==> src/rtl/sram_axi_bridge_if.sv <==
// ---------------------------------------------------------------------------
// sram_axi_bridge_if
//   Bundles the CPU SRAM-like request port and the AXI4 read/write channels
//   seen by sram_axi_bridge. AXI sideband fields (id, len, size, burst,
//   lock, cache, prot) are not carried; the instantiating top ties them off.
//
//   CPU side : req, wr, size, addr, wdata -> addr_ok, data_ok, rdata
//   AXI AR   : araddr, arvalid <- arready
//   AXI R    : axi_rdata, rvalid -> rready
//   AXI AW   : awaddr, awvalid <- awready
//   AXI W    : axi_wdata, wstrb, wvalid <- wready
//   AXI B    : bvalid -> bready
//
//   modport master : the bridge itself (it is the AXI master and serves the
//                    CPU request port)
//   modport slave  : the environment (CPU plus AXI memory)
// ---------------------------------------------------------------------------
interface sram_axi_bridge_if;
    // CPU request port
    logic        req;
    logic        wr;
    logic [1:0]  size;
    logic [31:0] addr;
    logic [31:0] wdata;
    logic        addr_ok;
    logic        data_ok;
    logic [31:0] rdata;

    // AXI read address / data
    logic [31:0] araddr;
    logic        arvalid;
    logic        arready;
    logic [31:0] axi_rdata;
    logic        rvalid;
    logic        rready;

    // AXI write address / data / response
    logic [31:0] awaddr;
    logic        awvalid;
    logic        awready;
    logic [31:0] axi_wdata;
    logic [3:0]  wstrb;
    logic        wvalid;
    logic        wready;
    logic        bvalid;
    logic        bready;

    modport master (
        input  req, wr, size, addr, wdata,
        output addr_ok, data_ok, rdata,
        output araddr, arvalid,
        input  arready,
        input  axi_rdata, rvalid,
        output rready,
        output awaddr, awvalid,
        input  awready,
        output axi_wdata, wstrb, wvalid,
        input  wready,
        input  bvalid,
        output bready
    );

    modport slave (
        output req, wr, size, addr, wdata,
        input  addr_ok, data_ok, rdata,
        input  araddr, arvalid,
        output arready,
        output axi_rdata, rvalid,
        input  rready,
        input  awaddr, awvalid,
        output awready,
        input  axi_wdata, wstrb, wvalid,
        output wready,
        output bvalid,
        input  bready
    );
endinterface

==> src/rtl/sram_axi_bridge.sv <==
// ---------------------------------------------------------------------------
// sram_axi_bridge
//   Converts single CPU SRAM-like transactions into single-beat AXI4
//   transactions, one outstanding at a time.
//
//   clk : sole clock, all state on the rising edge
//   rst : asynchronous active-high reset
//   bus : sram_axi_bridge_if.master
//         - addr_ok is high whenever the bridge is idle (and not in reset);
//           req && addr_ok accepts a request and latches addr/wdata/strobes
//         - data_ok is a one-cycle pulse: read data valid (rdata passes
//           axi_rdata through) or write response received
//         - AXI addresses are the latched CPU address with bits [1:0] cleared
// ---------------------------------------------------------------------------
module sram_axi_bridge (
    input  logic              clk,
    input  logic              rst,
    sram_axi_bridge_if.master bus
);

    typedef enum logic [2:0] {
        IDLE,
        RD_AR,
        RD_R,
        WR_AW_W,
        WR_B
    } state_e;

    state_e      state_q;
    logic [31:0] addr_q;
    logic [31:0] wdata_q;
    logic [3:0]  wstrb_q;
    logic        arvalid_q;
    logic        rready_q;
    logic        awvalid_q;
    logic        wvalid_q;
    logic        bready_q;

    logic [31:0] addr_d;
    logic [3:0]  wstrb_d;
    logic        aw_done;
    logic        w_done;
    logic        aw_fin;
    logic        w_fin;

    // Byte strobes from access size and low address bits. Halfwords ignore
    // addr[0]; size 3 is treated as a full word.
    always_comb begin
        // NOTE: every combinational output gets a default before the case so
        // no path leaves it unassigned, which would infer a latch.
        wstrb_d = 4'b1111;
        case (bus.size)
            2'd0:    wstrb_d = 4'b0001 << bus.addr[1:0];
            2'd1:    wstrb_d = bus.addr[1] ? 4'b1100 : 4'b0011;
            default: wstrb_d = 4'b1111;
        endcase
    end

    assign addr_d = {bus.addr[31:2], 2'b00};

    // A channel is done once its valid has been dropped after the handshake;
    // *_fin also covers a handshake happening in the current cycle.
    assign aw_done = !awvalid_q;
    assign w_done  = !wvalid_q;
    assign aw_fin  = aw_done || bus.awready;
    assign w_fin   = w_done  || bus.wready;

    always_ff @(posedge clk or posedge rst) begin
        if (rst) begin
            // NOTE: the latched address/data/strobes are reset as well, so
            // the AXI address and data outputs read zero during reset.
            state_q   <= IDLE;
            addr_q    <= '0;
            wdata_q   <= '0;
            wstrb_q   <= '0;
            arvalid_q <= 1'b0;
            rready_q  <= 1'b0;
            awvalid_q <= 1'b0;
            wvalid_q  <= 1'b0;
            bready_q  <= 1'b0;
        end else begin
            // NOTE: state registers use non-blocking assignments only, so all
            // of them update together from the values of the previous cycle.
            case (state_q)
                IDLE: begin
                    if (bus.req) begin
                        addr_q  <= addr_d;
                        wdata_q <= bus.wdata;
                        wstrb_q <= wstrb_d;
                        if (bus.wr) begin
                            state_q   <= WR_AW_W;
                            awvalid_q <= 1'b1;
                            wvalid_q  <= 1'b1;
                        end else begin
                            state_q   <= RD_AR;
                            arvalid_q <= 1'b1;
                        end
                    end
                end
                RD_AR: begin
                    if (bus.arready) begin
                        arvalid_q <= 1'b0;
                        rready_q  <= 1'b1;
                        state_q   <= RD_R;
                    end
                end
                RD_R: begin
                    if (bus.rvalid) begin
                        rready_q <= 1'b0;
                        state_q  <= IDLE;
                    end
                end
                WR_AW_W: begin
                    if (bus.awready) awvalid_q <= 1'b0;
                    if (bus.wready)  wvalid_q  <= 1'b0;
                    if (aw_fin && w_fin) begin
                        bready_q <= 1'b1;
                        state_q  <= WR_B;
                    end
                end
                WR_B: begin
                    if (bus.bvalid) begin
                        bready_q <= 1'b0;
                        state_q  <= IDLE;
                    end
                end
                default: state_q <= IDLE;
            endcase
        end
    end

    assign bus.addr_ok   = (state_q == IDLE) && !rst;
    // Ready is only high in RD_R / WR_B, so stray rvalid/bvalid are ignored.
    assign bus.data_ok   = (rready_q && bus.rvalid) || (bready_q && bus.bvalid);
    assign bus.rdata     = bus.axi_rdata;

    assign bus.araddr    = addr_q;
    assign bus.arvalid   = arvalid_q;
    assign bus.rready    = rready_q;
    assign bus.awaddr    = addr_q;
    assign bus.awvalid   = awvalid_q;
    assign bus.axi_wdata = wdata_q;
    assign bus.wstrb     = wstrb_q;
    assign bus.wvalid    = wvalid_q;
    assign bus.bready    = bready_q;

endmodule
==> src/flat_wrapper.sv <==
// flat-port wrapper written by rule: the top's interface ports become plain ports
module sram_axi_bridge_flat 
  (clk, rst, bus_req, bus_wr, bus_size, bus_addr, bus_wdata, bus_addr_ok, bus_data_ok, bus_rdata, bus_araddr, bus_arvalid, bus_arready, bus_axi_rdata, bus_rvalid, bus_rready, bus_awaddr, bus_awvalid, bus_awready, bus_axi_wdata, bus_wstrb, bus_wvalid, bus_wready, bus_bvalid, bus_bready);
  sram_axi_bridge_if bus_i ();
  input  logic clk;
  input  logic rst;
  input wire logic [$bits(bus_i.req)-1:0] bus_req;
  input wire logic [$bits(bus_i.wr)-1:0] bus_wr;
  input wire logic [$bits(bus_i.size)-1:0] bus_size;
  input wire logic [$bits(bus_i.addr)-1:0] bus_addr;
  input wire logic [$bits(bus_i.wdata)-1:0] bus_wdata;
  output wire logic [$bits(bus_i.addr_ok)-1:0] bus_addr_ok;
  output wire logic [$bits(bus_i.data_ok)-1:0] bus_data_ok;
  output wire logic [$bits(bus_i.rdata)-1:0] bus_rdata;
  output wire logic [$bits(bus_i.araddr)-1:0] bus_araddr;
  output wire logic [$bits(bus_i.arvalid)-1:0] bus_arvalid;
  input wire logic [$bits(bus_i.arready)-1:0] bus_arready;
  input wire logic [$bits(bus_i.axi_rdata)-1:0] bus_axi_rdata;
  input wire logic [$bits(bus_i.rvalid)-1:0] bus_rvalid;
  output wire logic [$bits(bus_i.rready)-1:0] bus_rready;
  output wire logic [$bits(bus_i.awaddr)-1:0] bus_awaddr;
  output wire logic [$bits(bus_i.awvalid)-1:0] bus_awvalid;
  input wire logic [$bits(bus_i.awready)-1:0] bus_awready;
  output wire logic [$bits(bus_i.axi_wdata)-1:0] bus_axi_wdata;
  output wire logic [$bits(bus_i.wstrb)-1:0] bus_wstrb;
  output wire logic [$bits(bus_i.wvalid)-1:0] bus_wvalid;
  input wire logic [$bits(bus_i.wready)-1:0] bus_wready;
  input wire logic [$bits(bus_i.bvalid)-1:0] bus_bvalid;
  output wire logic [$bits(bus_i.bready)-1:0] bus_bready;
  assign bus_i.req = bus_req;
  assign bus_i.wr = bus_wr;
  assign bus_i.size = bus_size;
  assign bus_i.addr = bus_addr;
  assign bus_i.wdata = bus_wdata;
  assign bus_addr_ok = bus_i.addr_ok;
  assign bus_data_ok = bus_i.data_ok;
  assign bus_rdata = bus_i.rdata;
  assign bus_araddr = bus_i.araddr;
  assign bus_arvalid = bus_i.arvalid;
  assign bus_i.arready = bus_arready;
  assign bus_i.axi_rdata = bus_axi_rdata;
  assign bus_i.rvalid = bus_rvalid;
  assign bus_rready = bus_i.rready;
  assign bus_awaddr = bus_i.awaddr;
  assign bus_awvalid = bus_i.awvalid;
  assign bus_i.awready = bus_awready;
  assign bus_axi_wdata = bus_i.axi_wdata;
  assign bus_wstrb = bus_i.wstrb;
  assign bus_wvalid = bus_i.wvalid;
  assign bus_i.wready = bus_wready;
  assign bus_i.bvalid = bus_bvalid;
  assign bus_bready = bus_i.bready;
  sram_axi_bridge u_core (.clk(clk), .rst(rst), .bus(bus_i));
endmodule
==> config.mk <==
export PLATFORM = sky130hd
export DESIGN_NAME = sram_axi_bridge_flat
export DESIGN_NICKNAME = d
export VERILOG_FILES = /design/src/rtl/sram_axi_bridge_if.sv /design/src/rtl/sram_axi_bridge.sv /design/src/flat_wrapper.sv
export SDC_FILE = /design/constraint.sdc
export NUM_CORES = 1
export LEC_CHECK = 0
export BUFFER_PORTS_ARGS = -buffer_cell sky130_fd_sc_hd__buf_4
export CAP_MARGIN = 20
export CORE_MARGIN = 2
export CORE_UTILIZATION = 41
export CTS_CLUSTER_DIAMETER = 40
export DETAILED_ROUTE_END_ITERATION = 8
export GPL_ROUTABILITY_DRIVEN = 0
export PLACE_DENSITY_LB_ADDON = 0.2
export SLEW_MARGIN = 20
export SYNTH_ARGS = -nofsm -noshare
export SYNTH_HDL_FRONTEND = slang
export SYNTH_SLANG_ARGS = --single-unit
==> constraint.sdc <==
create_clock -name clk -period 2.75 [get_ports clk]
set_input_delay 0.4125 -clock clk [delete_from_list [all_inputs] [get_ports clk]]
set_output_delay 0.4125 -clock clk [all_outputs]
set_load 0.03 [all_outputs]
==> impl_metrics.py <==
metrics = {
    "finish": {
        "nets": 488,
        "fin_area_mm2": 0.00458,
        "antennaDiodeCount": 0,
        "drive_above_1_share_pct": 67.3,
        "area_growth_pct": 34.0,
    },
    "worst_setup_path": {
        "r2r_start": "u_core.state_q[0]",
        "cp.required_ps": 2980,
        "startpoint_type": "register",
        "path_buf_inv": 1,
        "path_cells": "nor4b_4 -> buf_4 -> mux2_2",
        "path_max_fanout": 41,
        "cp-end-kind": "register",
        "rr_worst_depth": 3,
        "r2r_setup_slack_ps": 870,
        "slowest_stage": "dfrtp_1",
        "path_class": "register to register",
        "cpPeakStageDelay_ps": 520,
        "crit_arrival_ps": 2110,
        "critPathTopFamily": "flip-flops",
        "r2r_end": "u_core.bus.axi_wdata[13]",
    },
    "floorplan": {
        "start_util_pct": 42.0,
        "dieWidth_um": 95.3,
        "die_area_mm2": 0.00908,
        "io_pins": 246,
        "die_h_um": 95.3,
        "core_mm2": 0.00813,
        "rows": 33,
    },
    "pwr": {
        "p_per_area_mw_per_mm2": 1490,
        "irDropWorstVdd_uv": 582,
        "p_leak_nw": 2.21,
    },
    "synthesis": {
        "synthMuxAreaShare_pct": 20.4,
        "syn_inst": 263,
        "synth-compound-area-share_pct": 4.47,
        "synth-simple-area-share_pct": 3.22,
        "yosysWarnings": 0,
        "synth_top_family_by_area": "multiplexers",
        "syn_area_mm2": 0.00342,
        "synth-xor-area-share_pct": 0,
        "syn_area_per_cell_um2": 13.0,
        "synth_cell_types": 29,
        "ys_ff_latch": 74,
        "synth_fa_ha_area_share_pct": 0,
        "ys_seq_area_share_pct": 54.2,
    },
    "timing": {
        "rsz0062_at_grt": "false",
        "final.setup.tns_ps": 0,
        "fin_crit_ps": 1880,
        "hold_violations": 0,
        "drv_slew": 0,
        "worst_slew_pin_slew_ps": 532,
        "setup_viol": 0,
        "fmax_mhz": 532,
        "fin_skew_ps": 5.82,
        "hold_slack_ps": 91.3,
        "slew_headroom_pct": 64.6,
        "fin_crit_sh_pct": 68.3,
    },
    "clock_network": {
        "cts_tree": "done",
        "cts_setup_buffers": 0,
        "numCtsBuffers": 9,
        "cts_sinks": 74,
        "worstSkewPairLatency_ps": 350,
        "root_buffer": "clkbuf_8",
        "cts_hold_buf": 0,
        "clk_pin_slew_worst_paths_ps": 80,
        "cts_buffer_depth": 2,
        "ctsResizeCount": 0,
        "htreeDepth": 3,
    },
    "route": {
        "antenna_left": 0,
        "routed_via_density": 4.72,
        "vias": 2315,
        "drtIter0Drc": 46,
        "routedWlPerCell_um": 14.5,
        "first_pass_iters": 4,
        "drt_drc_violations_left": 0,
        "wl_mm": 7.11,
    },
    "placed_design": {
        "numPortBuffers": 177,
        "postPlaceCellArea_mm2": 0.00436,
        "hpwl_mm": 5.33,
    },
    "global_route": {
        "antenna_found_initial": 0,
        "grt_max_degree": 48,
        "grt_pass1_wl_mm": 10.5,
        "grt_usage_pct": 15.5,
        "overflow": 0,
        "grt_pass1_vias": 2151,
    },
    "status": {
        "status": "complete, no violations",
    },
    "job": {
        "cap_violations": 0,
    },
    "worst_hold_path": {
        "hold_class": "input port to async pin",
    },
}
[metal layers]
layer / wire (um) / GRT usage (%)
met1: 2670 / 17.7
met2: 3540 / 25.0
met3: 764 / 6.96
met4: 129 / 6.76
met5: 0 / 0
[how the worst max path moves through the flow]
stage	startpoint	to	slack [ps]	depth (start not counted)
2_1_floorplan	rst	u_core.bus.araddr[10]	460	1
3_3_place_gp	u_core.state_q[0]	u_core.bus.axi_wdata[14]	920	3
3_5_place_dp	u_core.state_q[0]	u_core.bus.araddr[25]	860	3
4_1_cts	u_core.state_q[0]	u_core.bus.araddr[25]	840	3
5_1_grt	u_core.state_q[0]	u_core.bus.axi_wdata[13]	740	3
6_report	u_core.state_q[0]	u_core.bus.axi_wdata[13]	870	3
[worst reg2reg max path, stage by stage (launching register included)]
cell     delay, ps
dfrtp_1        520
nor4b_4        340
buf_4          500
mux2_2         410
[logic make-up (layout without fill, tap and decap cells)]
family          after synthesis  in the layout
buf+inv                      83            202
flops                        74             74
mux                          62             62
compound gates               25             25
simple gates                 18             18
other cells                   1              4
[cell type report]
| class | count | area, um2 |
|---|---|---|
| Inverter | 7 | 27.5 |
| Clock inverter | 4 | 76.3 |
| Tap cell | 105 | 131 |
| Timing Repair Buffer | 180 | 1360 |
| Multi-Input combinational cell | 109 | 985 |
| Fill cell | 712 | 3560 |
| Clock buffer | 11 | 141 |
| Sequential cell | 74 | 1850 |
[report_power, final]
part	switching, mW	internal (mW)
registers	0.388	1.64
clock network	0.389	0.532
logic	2.26	1.60
total	3.04	3.78
[cell usage after synthesis (all sizes together)]
master    n  share of area [%]
nor4b     1               0.44
dfrtp    74                 54
clkbuf    2               0.22
o22ai     1               0.18
a21oi    15                2.2
nor3b     1               0.22
nor4      1               0.18
o221ai    1               0.26
or2       1               0.18
nand2b    4               0.73
and3      1               0.18
and3b     1               0.26
o32ai     1               0.26
nor2      6               0.66
inv       7               0.77
o21ai     1               0.15
conb      1               0.11
buf      74                 17
o2bb2ai   1               0.26
a41o      1               0.29
nand3     1               0.15
nand3b    1               0.22
o31ai     1               0.22
a31oi     1               0.18
mux2     62                 20
a22o      1               0.26
a211oi    1               0.22
[through the flow]
stage	worst slack [ps]	power [mW]	std cells	utilization, %
6_report	871	6.82	490	56.3
5_1_grt	742	7.21	490	56.3
4_1_cts	844	6.91	490	56.3
3_5_place_dp	858	5.97	475	53.6
3_3_place_gp	915	5.90	475	53.6
2_1_floorplan	456	4.89	266	-
[cells in the final DEF, fill, tap and decap left out, drive strengths merged]
| master | count |
|---|---|
| buf | 180 |
| dfrtp | 74 |
| mux2 | 62 |
| a21oi | 15 |
| clkbuf | 11 |
| inv | 6 |
| nor2 | 6 |
| nand2b | 4 |
| conb | 4 |
| bufinv | 2 |
| clkinv | 2 |
| nor4b | 1 |
| or2 | 1 |
| o221ai | 1 |
| a41o | 1 |
| o22ai | 1 |
| and3 | 1 |
| and3b | 1 |
| nor3b | 1 |
| a211oi | 1 |
| o2bb2ai | 1 |
| nor4 | 1 |
| a22o | 1 |
| nand3b | 1 |
| nand3 | 1 |
| o32ai | 1 |
| o31ai | 1 |
| o21ai | 1 |
| a31oi | 1 |
| clkinvlp | 1 |
[flip-flops by register name, indices dropped and copies added, names as in the netlist]
| name | count |
|---|---|
| u_core.bus.arvalid | 1 |
| u_core.bus.wvalid | 1 |
| u_core.bus.wstrb | 4 |
| u_core.bus.araddr | 30 |
| u_core.bus.axi_wdata | 32 |
| u_core.bus.awvalid | 1 |
| u_core.bus.rready | 1 |
| u_core.bus.bready | 1 |
| u_core.state_q | 3 |
Power figures use the tool's default switching activity.
